`config.mk`:
```
export PLATFORM = sky130hd
export DESIGN_NAME = maq_h_flat
export DESIGN_NICKNAME = d
export VERILOG_FILES = /design/src/rtl/maq_pkg.sv /design/src/rtl/maq_h_if.sv /design/src/rtl/maq_bcd_inc.sv /design/src/rtl/maq_h.sv /design/src/flat_wrapper.sv
export SDC_FILE = /design/constraint.sdc
export NUM_CORES = 1
export LEC_CHECK = 0
export ABC_CLOCK_PERIOD_IN_PS = 2400
export BUFFER_PORTS_ARGS = -buffer_cell sky130_fd_sc_hd__buf_4
export CAP_MARGIN = 20
export CELL_PAD_IN_SITES_DETAIL_PLACEMENT = 1
export CELL_PAD_IN_SITES_GLOBAL_PLACEMENT = 2
export CORE_AREA = 2 2 47 49
export CTS_CLUSTER_DIAMETER = 200
export DETAILED_ROUTE_END_ITERATION = 10
export DIE_AREA = 0 0 49 51
export PLACE_DENSITY = 0.78
export SLEW_MARGIN = 15
export SYNTH_ARGS = -nofsm -noshare
export SYNTH_HDL_FRONTEND = slang
export SYNTH_SLANG_ARGS = --single-unit
```
`constraint.sdc`:
```
create_clock -name maqm_clock -period 2.4 [get_ports maqm_clock]
set_input_delay 0.12 -clock maqm_clock [delete_from_list [all_inputs] [get_ports maqm_clock]]
set_output_delay 0.12 -clock maqm_clock [all_outputs]
set_load 0.1 [all_outputs]
```
`src/rtl/maq_pkg.sv`:
```
// Shared types, constants and helpers for the clock stages (hour, minute, seconds).
package maq_pkg;

    typedef logic [3:0] bcd_t;

    localparam int unsigned HOUR_MAX_MSD = 32'd2;
    localparam int unsigned HOUR_MAX_LSD = 32'd3;
    localparam int unsigned H12_MAX      = 32'd12;

    // Binary value (0..39) to two BCD digits {tens[1:0], units[3:0]}.
    function automatic logic [5:0] bin_to_bcd2(input int unsigned value);
        logic [1:0] tens;
        bcd_t       units;
        tens  = 2'(value / 32'd10);
        units = 4'(value % 32'd10);
        return {tens, units};
    endfunction

    // 24-h hour (0..23) to the 12-h dial value (1..12); midnight and noon read 12.
    function automatic int unsigned hour_24_to_12(input int unsigned hour);
        int unsigned h;
        h = hour % 32'd12;
        if (h == 32'd0) begin
            return H12_MAX;
        end else begin
            return h;
        end
    endfunction

endpackage

```
`src/rtl/maq_h_if.sv`:
```
// Hour-stage bus: increment/adjust/load requests in, BCD digits and flags out.
// With MAQH_12H_EN defined the bus also carries the maqh_pm indicator.
interface maq_h_if;
    import maq_pkg::*;

    logic       maqh_enable;
    logic       maqh_adjust;
    logic       maqh_load;
    bcd_t       maqh_load_lsd;
    logic [1:0] maqh_load_msd;
    bcd_t       maqh_lsd;
    logic [1:0] maqh_msd;
    logic       maqh_incrementadia;
    logic       maqh_load_err;
`ifdef MAQH_12H_EN
    logic       maqh_pm;
`endif

    modport master (
        output maqh_enable,
        output maqh_adjust,
        output maqh_load,
        output maqh_load_lsd,
        output maqh_load_msd,
        input  maqh_lsd,
        input  maqh_msd,
        input  maqh_incrementadia,
`ifdef MAQH_12H_EN
        input  maqh_pm,
`endif
        input  maqh_load_err
    );

    modport slave (
        input  maqh_enable,
        input  maqh_adjust,
        input  maqh_load,
        input  maqh_load_lsd,
        input  maqh_load_msd,
        output maqh_lsd,
        output maqh_msd,
        output maqh_incrementadia,
`ifdef MAQH_12H_EN
        output maqh_pm,
`endif
        output maqh_load_err
    );

endinterface

```
`src/rtl/maq_bcd_inc.sv`:
```
// Combinational two-digit BCD incrementer. At the wrap point (WRAP_MSD, WRAP_LSD)
// the result jumps to (WRAP_TO_MSD, WRAP_TO_LSD) and wrap is raised; otherwise
// the units digit counts 0..9 and carries into the tens digit.
module maq_bcd_inc
    import maq_pkg::*;
#(
    parameter int MSD_W       = 32'd2,
    parameter int WRAP_MSD    = 32'd2,
    parameter int WRAP_LSD    = 32'd3,
    parameter int WRAP_TO_MSD = 32'd0,
    parameter int WRAP_TO_LSD = 32'd0
) (
    input  logic [MSD_W-1:0] msd,
    input  bcd_t             lsd,
    output logic [MSD_W-1:0] next_msd,
    output bcd_t             next_lsd,
    output logic             wrap
);

    // Next value of the two digits, with wrap detection.
    always_comb begin
        wrap     = (msd == MSD_W'(WRAP_MSD)) && (lsd == 4'(WRAP_LSD));
        next_msd = msd;
        next_lsd = lsd;
        if (wrap) begin
            next_msd = MSD_W'(WRAP_TO_MSD);
            next_lsd = 4'(WRAP_TO_LSD);
        end else if (lsd == 4'd9) begin
            next_msd = msd + {{(MSD_W-1){1'b0}}, 1'b1};
            next_lsd = 4'd0;
        end else begin
            next_msd = msd;
            next_lsd = lsd + 4'd1;
        end
    end

endmodule

```
`src/rtl/maq_h.sv`:
```
// Hour stage of the digital clock: two BCD digits advanced by the minute stage's
// pulse or a manual adjust, with direct load from the front panel.
// Optional feature: define MAQH_12H_EN for a 12-h dial (12,01..11) with maqh_pm.
module maq_h
    import maq_pkg::*;
#(
    parameter int RESET_HOUR = 32'd0
) (
    input  logic    maqm_clock,
    input  logic    maqm_reset,
    maq_h_if.slave  bus
);

    if ((RESET_HOUR < 0) || (RESET_HOUR > 23)) begin : g_reset_hour_range
        $error("maq_h: RESET_HOUR must be in 0..23");
    end

`ifdef MAQH_12H_EN
    localparam logic [5:0] RESET_BCD   = bin_to_bcd2(hour_24_to_12(RESET_HOUR));
    localparam logic       RESET_PM    = (RESET_HOUR >= 32'sd12);
    localparam int         WRAP_MSD    = 32'd1;
    localparam int         WRAP_LSD    = 32'd2;
    localparam int         WRAP_TO_MSD = 32'd0;
    localparam int         WRAP_TO_LSD = 32'd1;
`else
    localparam logic [5:0] RESET_BCD   = bin_to_bcd2(RESET_HOUR);
    localparam int         WRAP_MSD    = HOUR_MAX_MSD;
    localparam int         WRAP_LSD    = HOUR_MAX_LSD;
    localparam int         WRAP_TO_MSD = 32'd0;
    localparam int         WRAP_TO_LSD = 32'd0;
`endif

    logic [1:0] msd_r;
    bcd_t       lsd_r;
    logic       load_err_r;
    logic [1:0] next_msd_s;
    bcd_t       next_lsd_s;
    logic       wrap_s;
    logic       load_valid_s;
    logic       inc_req_s;
    logic       at_last_s;
`ifdef MAQH_12H_EN
    logic       pm_r;
    logic       at_eleven_s;
`endif

    maq_bcd_inc #(
        .MSD_W       (32'd2),
        .WRAP_MSD    (WRAP_MSD),
        .WRAP_LSD    (WRAP_LSD),
        .WRAP_TO_MSD (WRAP_TO_MSD),
        .WRAP_TO_LSD (WRAP_TO_LSD)
    ) u_inc (
        .msd      (msd_r),
        .lsd      (lsd_r),
        .next_msd (next_msd_s),
        .next_lsd (next_lsd_s),
        .wrap     (wrap_s)
    );

    // Increment request, last-hour-of-day detection and load digit validation.
    always_comb begin
        inc_req_s    = bus.maqh_enable | bus.maqh_adjust;
        load_valid_s = 1'b0;
`ifdef MAQH_12H_EN
        at_eleven_s = (msd_r == 2'd1) && (lsd_r == 4'd1);
        at_last_s   = at_eleven_s & pm_r;
        if ((bus.maqh_load_lsd <= 4'd9) && (bus.maqh_load_msd <= 2'd1) &&
            !((bus.maqh_load_msd == 2'd1) && (bus.maqh_load_lsd > 4'd2)) &&
            !((bus.maqh_load_msd == 2'd0) && (bus.maqh_load_lsd == 4'd0))) begin
            load_valid_s = 1'b1;
        end else begin
            load_valid_s = 1'b0;
        end
`else
        at_last_s = wrap_s;
        if ((bus.maqh_load_lsd <= 4'd9) && (bus.maqh_load_msd <= 2'(HOUR_MAX_MSD)) &&
            !((bus.maqh_load_msd == 2'(HOUR_MAX_MSD)) &&
              (bus.maqh_load_lsd > 4'(HOUR_MAX_LSD)))) begin
            load_valid_s = 1'b1;
        end else begin
            load_valid_s = 1'b0;
        end
`endif
    end

    // Day rollover is only on the minute-stage pulse; manual adjust and load never count.
    assign bus.maqh_incrementadia = bus.maqh_enable & at_last_s & ~bus.maqh_load;

    // Hour digit state: load has priority and drops any increment in the same cycle.
    always_ff @(posedge maqm_clock or posedge maqm_reset) begin
        if (maqm_reset) begin
            msd_r      <= RESET_BCD[5:4];
            lsd_r      <= RESET_BCD[3:0];
            load_err_r <= 1'b0;
`ifdef MAQH_12H_EN
            pm_r       <= RESET_PM;
`endif
        end else if (bus.maqh_load) begin
            if (load_valid_s) begin
                msd_r      <= bus.maqh_load_msd;
                lsd_r      <= bus.maqh_load_lsd;
                load_err_r <= 1'b0;
            end else begin
                load_err_r <= 1'b1;
            end
        end else begin
            load_err_r <= 1'b0;
            if (inc_req_s) begin
                msd_r <= next_msd_s;
                lsd_r <= next_lsd_s;
`ifdef MAQH_12H_EN
                // Only 11 -> 12 crosses the AM/PM boundary; 12 -> 01 does not.
                if (at_eleven_s) begin
                    pm_r <= ~pm_r;
                end else begin
                    pm_r <= pm_r;
                end
`endif
            end else begin
                msd_r <= msd_r;
                lsd_r <= lsd_r;
            end
        end
    end

    assign bus.maqh_msd      = msd_r;
    assign bus.maqh_lsd      = lsd_r;
    assign bus.maqh_load_err = load_err_r;
`ifdef MAQH_12H_EN
    assign bus.maqh_pm       = pm_r;
`endif

endmodule
```
`src/flat_wrapper.sv`:
```
// flat-port wrapper written by rule: the top's interface ports become plain ports
module maq_h_flat import maq_pkg::*;
#(
    parameter int RESET_HOUR = 32'd0
)
  (maqm_clock, maqm_reset, bus_maqh_enable, bus_maqh_adjust, bus_maqh_load, bus_maqh_load_lsd, bus_maqh_load_msd, bus_maqh_lsd, bus_maqh_msd, bus_maqh_incrementadia, bus_maqh_load_err);
  maq_h_if bus_i ();
  input  logic maqm_clock;
  input  logic maqm_reset;
  input wire logic [$bits(bus_i.maqh_enable)-1:0] bus_maqh_enable;
  input wire logic [$bits(bus_i.maqh_adjust)-1:0] bus_maqh_adjust;
  input wire logic [$bits(bus_i.maqh_load)-1:0] bus_maqh_load;
  input wire logic [$bits(bus_i.maqh_load_lsd)-1:0] bus_maqh_load_lsd;
  input wire logic [$bits(bus_i.maqh_load_msd)-1:0] bus_maqh_load_msd;
  output wire logic [$bits(bus_i.maqh_lsd)-1:0] bus_maqh_lsd;
  output wire logic [$bits(bus_i.maqh_msd)-1:0] bus_maqh_msd;
  output wire logic [$bits(bus_i.maqh_incrementadia)-1:0] bus_maqh_incrementadia;
  output wire logic [$bits(bus_i.maqh_load_err)-1:0] bus_maqh_load_err;
  assign bus_i.maqh_enable = bus_maqh_enable;
  assign bus_i.maqh_adjust = bus_maqh_adjust;
  assign bus_i.maqh_load = bus_maqh_load;
  assign bus_i.maqh_load_lsd = bus_maqh_load_lsd;
  assign bus_i.maqh_load_msd = bus_maqh_load_msd;
  assign bus_maqh_lsd = bus_i.maqh_lsd;
  assign bus_maqh_msd = bus_i.maqh_msd;
  assign bus_maqh_incrementadia = bus_i.maqh_incrementadia;
  assign bus_maqh_load_err = bus_i.maqh_load_err;
  maq_h #(.RESET_HOUR(RESET_HOUR)) u_core (.maqm_clock(maqm_clock), .maqm_reset(maqm_reset), .bus(bus_i));
endmodule
```
======== After elaboration in Yosys (flattened, before gate mapping) ========
Cells that the tools add are included.
word-level totals
  output and inout port bits .............. 8
  register bits after elaboration ......... 7
  word-level logic and storage cells ...... 39
  input bits .............................. 11
cells by class
  reduce and logical (&&, ||, !) cells .... 9
  mux-type cells .......................... 13
  add/sub/neg operators ................... 2
  bitwise gates (word level) .............. 4
  eq/ne operators ......................... 5
  order comparisons ....................... 3
operators with widths
  cell                                                                              count
  4-bit two-way mux                                                                 5
  2-bit two-way mux                                                                 5
  4-bit by 1-bit adder with 4-bit output (second input constant)                    1
  2-bit equality test (second input constant)                                       2
  4-bit by 2-bit equality test with 1-bit output (second input constant)            1
  4-bit equality test (second input constant)                                       1
  4-bit by 2-bit greater-than comparator with 1-bit output (second input constant)  1
  4-bit less-or-equal comparator (second input constant)                            1
  1-bit logical AND                                                                 4
  1-bit two-way mux                                                                 3
  3-bit AND reduction                                                               1
  3-bit nonzero test                                                                1
  2-bit by 1-bit adder with 2-bit output (second input constant)                    1
  1-bit AND                                                                         2
  2-bit less-or-equal comparator (second input constant)                            1
  2-bit by 1-bit inequality test with 1-bit output (second input constant)          1
  2-bit AND reduction                                                               1
  2-bit nonzero test                                                                1
  1-bit logical NOT                                                                 1
  1-bit inverter                                                                    1
  1-bit OR                                                                          1

======== Longest topological paths before layout ========
  depth in word-level cells ............... 7
  mapped depth ............................ 6
  depth with buffers taken out ............ 6

======== Cells and area by module ========
From an unflattened synthesis, not the netlist that was laid out.
unflattened totals
  cell total of the unflattened synthesis .. 55
  area, all modules ....................... 584.3 sq um
by module, submodules not included
  module       cells each  times used  area an instance (sq um)
  maq_h        28          1           396.6
  maq_bcd_inc  27          1           187.7

======== Least setup slack after synthesis ========
No wires, ideal clock.
  path kind ............................... flip-flop to output port
  start point ............................. register u_core.lsd_r[0], in the netlist u_core.bus.maqh_lsd[0]
  end point ............................... output port bus_maqh_incrementadia
  arrival time ............................ 2639 ps
  data required time ...................... 2280 ps
  stages on the path, launching flop included .. 5
  path slack .............................. -359 ps
  buffers on the path ..................... 0
  cells stage by stage .................... dfrtp_1 > ha_1 > or3b_4 > nor2_1 > and3_1
on the way
  longest elaborated chain between the ends .. 4
RTL lines
  element                                         RTL line            text
  from (decl)                                     maq_h.sv:34         bcd_t lsd_r;
  from (signal assigned)                          maq_h.sv:94         lsd_r <= RESET_BCD[3:0];
  from (signal assigned)                          maq_h.sv:102        lsd_r <= bus.maqh_load_lsd;
  from (signal assigned)                          maq_h.sv:111        lsd_r <= next_lsd_s;
  4-bit by 2-bit equality test with 1-bit output  maq_bcd_inc.sv:22   wrap = (msd == MSD_W'(WRAP_MSD)) && (lsd == 4'(WRAP_LSD));
  1-bit logical AND                               maq_bcd_inc.sv:22
  1-bit AND (2 in a row)                          maq_h.sv:88         assign bus.maqh_incrementadia = bus.maqh_enable & at_last_s & ~bus.maqh_load;
  to (decl)                                       flat_wrapper.sv:17  output wire logic [$bits(bus_i.maqh_incrementadia)-1:0] bus_maqh_incrementadia;
Every way passes these cells.

======== Final worst setup path ========
Ends and elaborated chain as after synthesis.

==> out/results.ini <==
[global_routing]
grtUsageTotal=0.114
antenna_found_initial=0
grt.overflow.total=0
grt_pass1_wl_mm=2.13
grt_start_max_net_pins=14
grt_pass1_vias=457

[finish]
finish.instance_area_um2=697
final_core_util=0.338
drive_above_1_share=0.400
nNetsFinal=89
area_delta_synth_final_pct=42.1
n_antenna_cell=0

[yosys]
synthFlopType=dfrtp_1
synth_top_area_share=0.357
synthTopCellsByArea=dfrtp_1 36%, ha_1 5.1%, mux2_1 4.6%
syn_nets=66
synth_top_cell_by_area=dfrtp_1
synth.avg_cell_area_um2=9.25
ys_warn_count=0
synthesis.area_um2=490
synth_common_cells=7 x dfrtp_1, 6 x nand2_1, 4 x a21oi_1, 4 x inv_1, 4 x o21ai_0
syn_inst=53
synth-edff-count=0
async_flop_share=1.00
synth_cell_types=26
ys_seq_area_frac=0.357
yosysMostFrequentCell=dfrtp_1
synth_seq_cells=7

[clock_tree]
clock_tree.htree_level_count=1
clk_pin_slew_worst_paths_ps=60
cts_sinks=7
cts_tree=yes
clock_latency_ps=250
cts_made_buffers=3
cts.path.max_buffers=2
cts-resized-gates=0
ctsHoldBuffers=1
postCtsSetupRepairBufs=0
ctsRootBufferMaster=clkbuf_4

[power]
cellLeakagePower_nw=0.317
ir_worst_vdd_v=0.000536
finalPower_mw=0.826
p_per_area_mw_per_mm2=1180

[floorplan]
start_util=0.238
ios=19
die-height_um=51
fp.dieW_um=49
core-area_mm2=0.00206
die_area_mm2=0.00250
fp-row-count=17

[timing]
tightestPinTransition_ps=644
layout_min_cycle_time_ps=2050
period_share=0.854
timing.setup.tns_ps=0
slew_headroom=0.570
clock_skew_ps=3.91
setup_viol=0
rsz0062_at_grt=no
hold_violations=0
slew_violations=0
max_clock_freq_mhz=488

[placed_design]
routabilityCongestion=0.721
place_hpwl_mm=1.00
io_buffers=18
placed_area_um2=661

[setup_path]
start_kind=flop
worst_setup_path_end_kind=primary output
cp_data_arrival_time_ps=1930
worstPathRequired_ps=2280
crit_type=flop to primary output
crit_fanout=6

[detailed_routing]
wirelength_mm=1.26
dr_total_vias=468
wl_per_cell_um=12.2
drtIter0Drc=8
ant_nets=0
vias_per_cell=4.54
drc=0
first_pass_iters=4

[run_status]
status=complete, no violations

[flow_run]
cap_violations=0

[min_path]
hold_path_class=input port to flop

-- through the flow --
step	hold slack (ps)	setup slack, ps	cells
finish	113	350	103
global route	123	199	103
CTS	105	324	103
detailed placement	90.9	461	98
global placement	87.2	491	98
floorplan	-76.7	180	53
-- flip-flops by register name, summed over array words and instances, names as in the netlist --
name	count
u_core.bus.maqh_msd	2
u_core.bus.maqh_lsd	4
u_core.bus.maqh_load_err	1
-- path summary, 6_finish.rpt --
check | start | end | slack, ps | cells after the start
max | u_core.bus.maqh_lsd[0] | bus_maqh_incrementadia | 350 | 5
min | bus_maqh_load_msd[1] | u_core.bus.maqh_load_err | 110 | 3
max reg2reg | u_core.bus.maqh_lsd[0] | u_core.bus.maqh_msd[1] | 440 | 5
min reg2reg | u_core.bus.maqh_lsd[0] | u_core.bus.maqh_lsd[0] | 560 | 2
max in group asynchronous | maqm_reset | u_core.bus.maqh_lsd[1] | 1770 | 3
min in group asynchronous | maqm_reset | u_core.bus.maqh_lsd[2] | 370 | 3
-- worst max-delay path: stages (launching register included) --
cell     delay [ps]
dfrtp_2         400
ha_1            200
or3b_4          400
nor2_1          200
and3_2          200
buf_4           280
-- cells in the final DEF, fill, tap and decap left out, types with 2 or more instances in the layout --
master,synthesis,layout
clkbuf_4,0,3
inv_1,4,4
nor2_1,2,2
buf_4,0,18
a21oi_1,4,4
mux2_1,2,2
a2bb2oi_1,2,2
dfrtp_1,7,5
nor2b_1,3,3
o31ai_1,2,2
nand2_1,6,6
o21ai_0,4,4
ha_1,2,2
dfrtp_2,0,2
-- cells by family (layout without fill, tap and decap cells) --
kind of cell / Yosys count / in the layout / share of synthesized area
AND/OR/NAND/NOR: 19 / 19 / 0.232
multiplexers: 3 / 3 / 0.0689
adder cells (fa/ha/maj): 2 / 2 / 0.0510
buffers and inverters: 5 / 27 / 0.0382
AO/OA/AOI/OAI: 17 / 17 / 0.253
flip-flops: 7 / 7 / 0.357
-- power by group --
part	switching [mW]	internal [mW]
Clock	0.0445	0.0635
Sequential	0.0537	0.158
Combinational	0.373	0.132
-- per-layer routing --
| metal | vias to the layer above | part of all wire | wire [µm] | track usage |
|---|---|---|---|---|
| li1 | 237 | - | - | - |
| met1 | 218 | 0.45 | 565 | 0.139 |
| met2 | 13 | 0.49 | 618 | 0.192 |
| met3 | 0 | 0.061 | 77 | 0.0468 |
| met4 | 0 | 0 | 0 | 0.0143 |
| met5 | - | 0 | 0 | 0 |
-- layout make-up --
class / instances / area [µm²]
Inverter: 4 / 15.0
Fill cell: 255 / 1370
Tap cell: 28 / 35.0
Sequential cell: 7 / 178
Timing Repair Buffer: 19 / 145
Clock buffer: 4 / 26.3
Multi-Input combinational cell: 41 / 298
(Power assumes the default switching activity.)
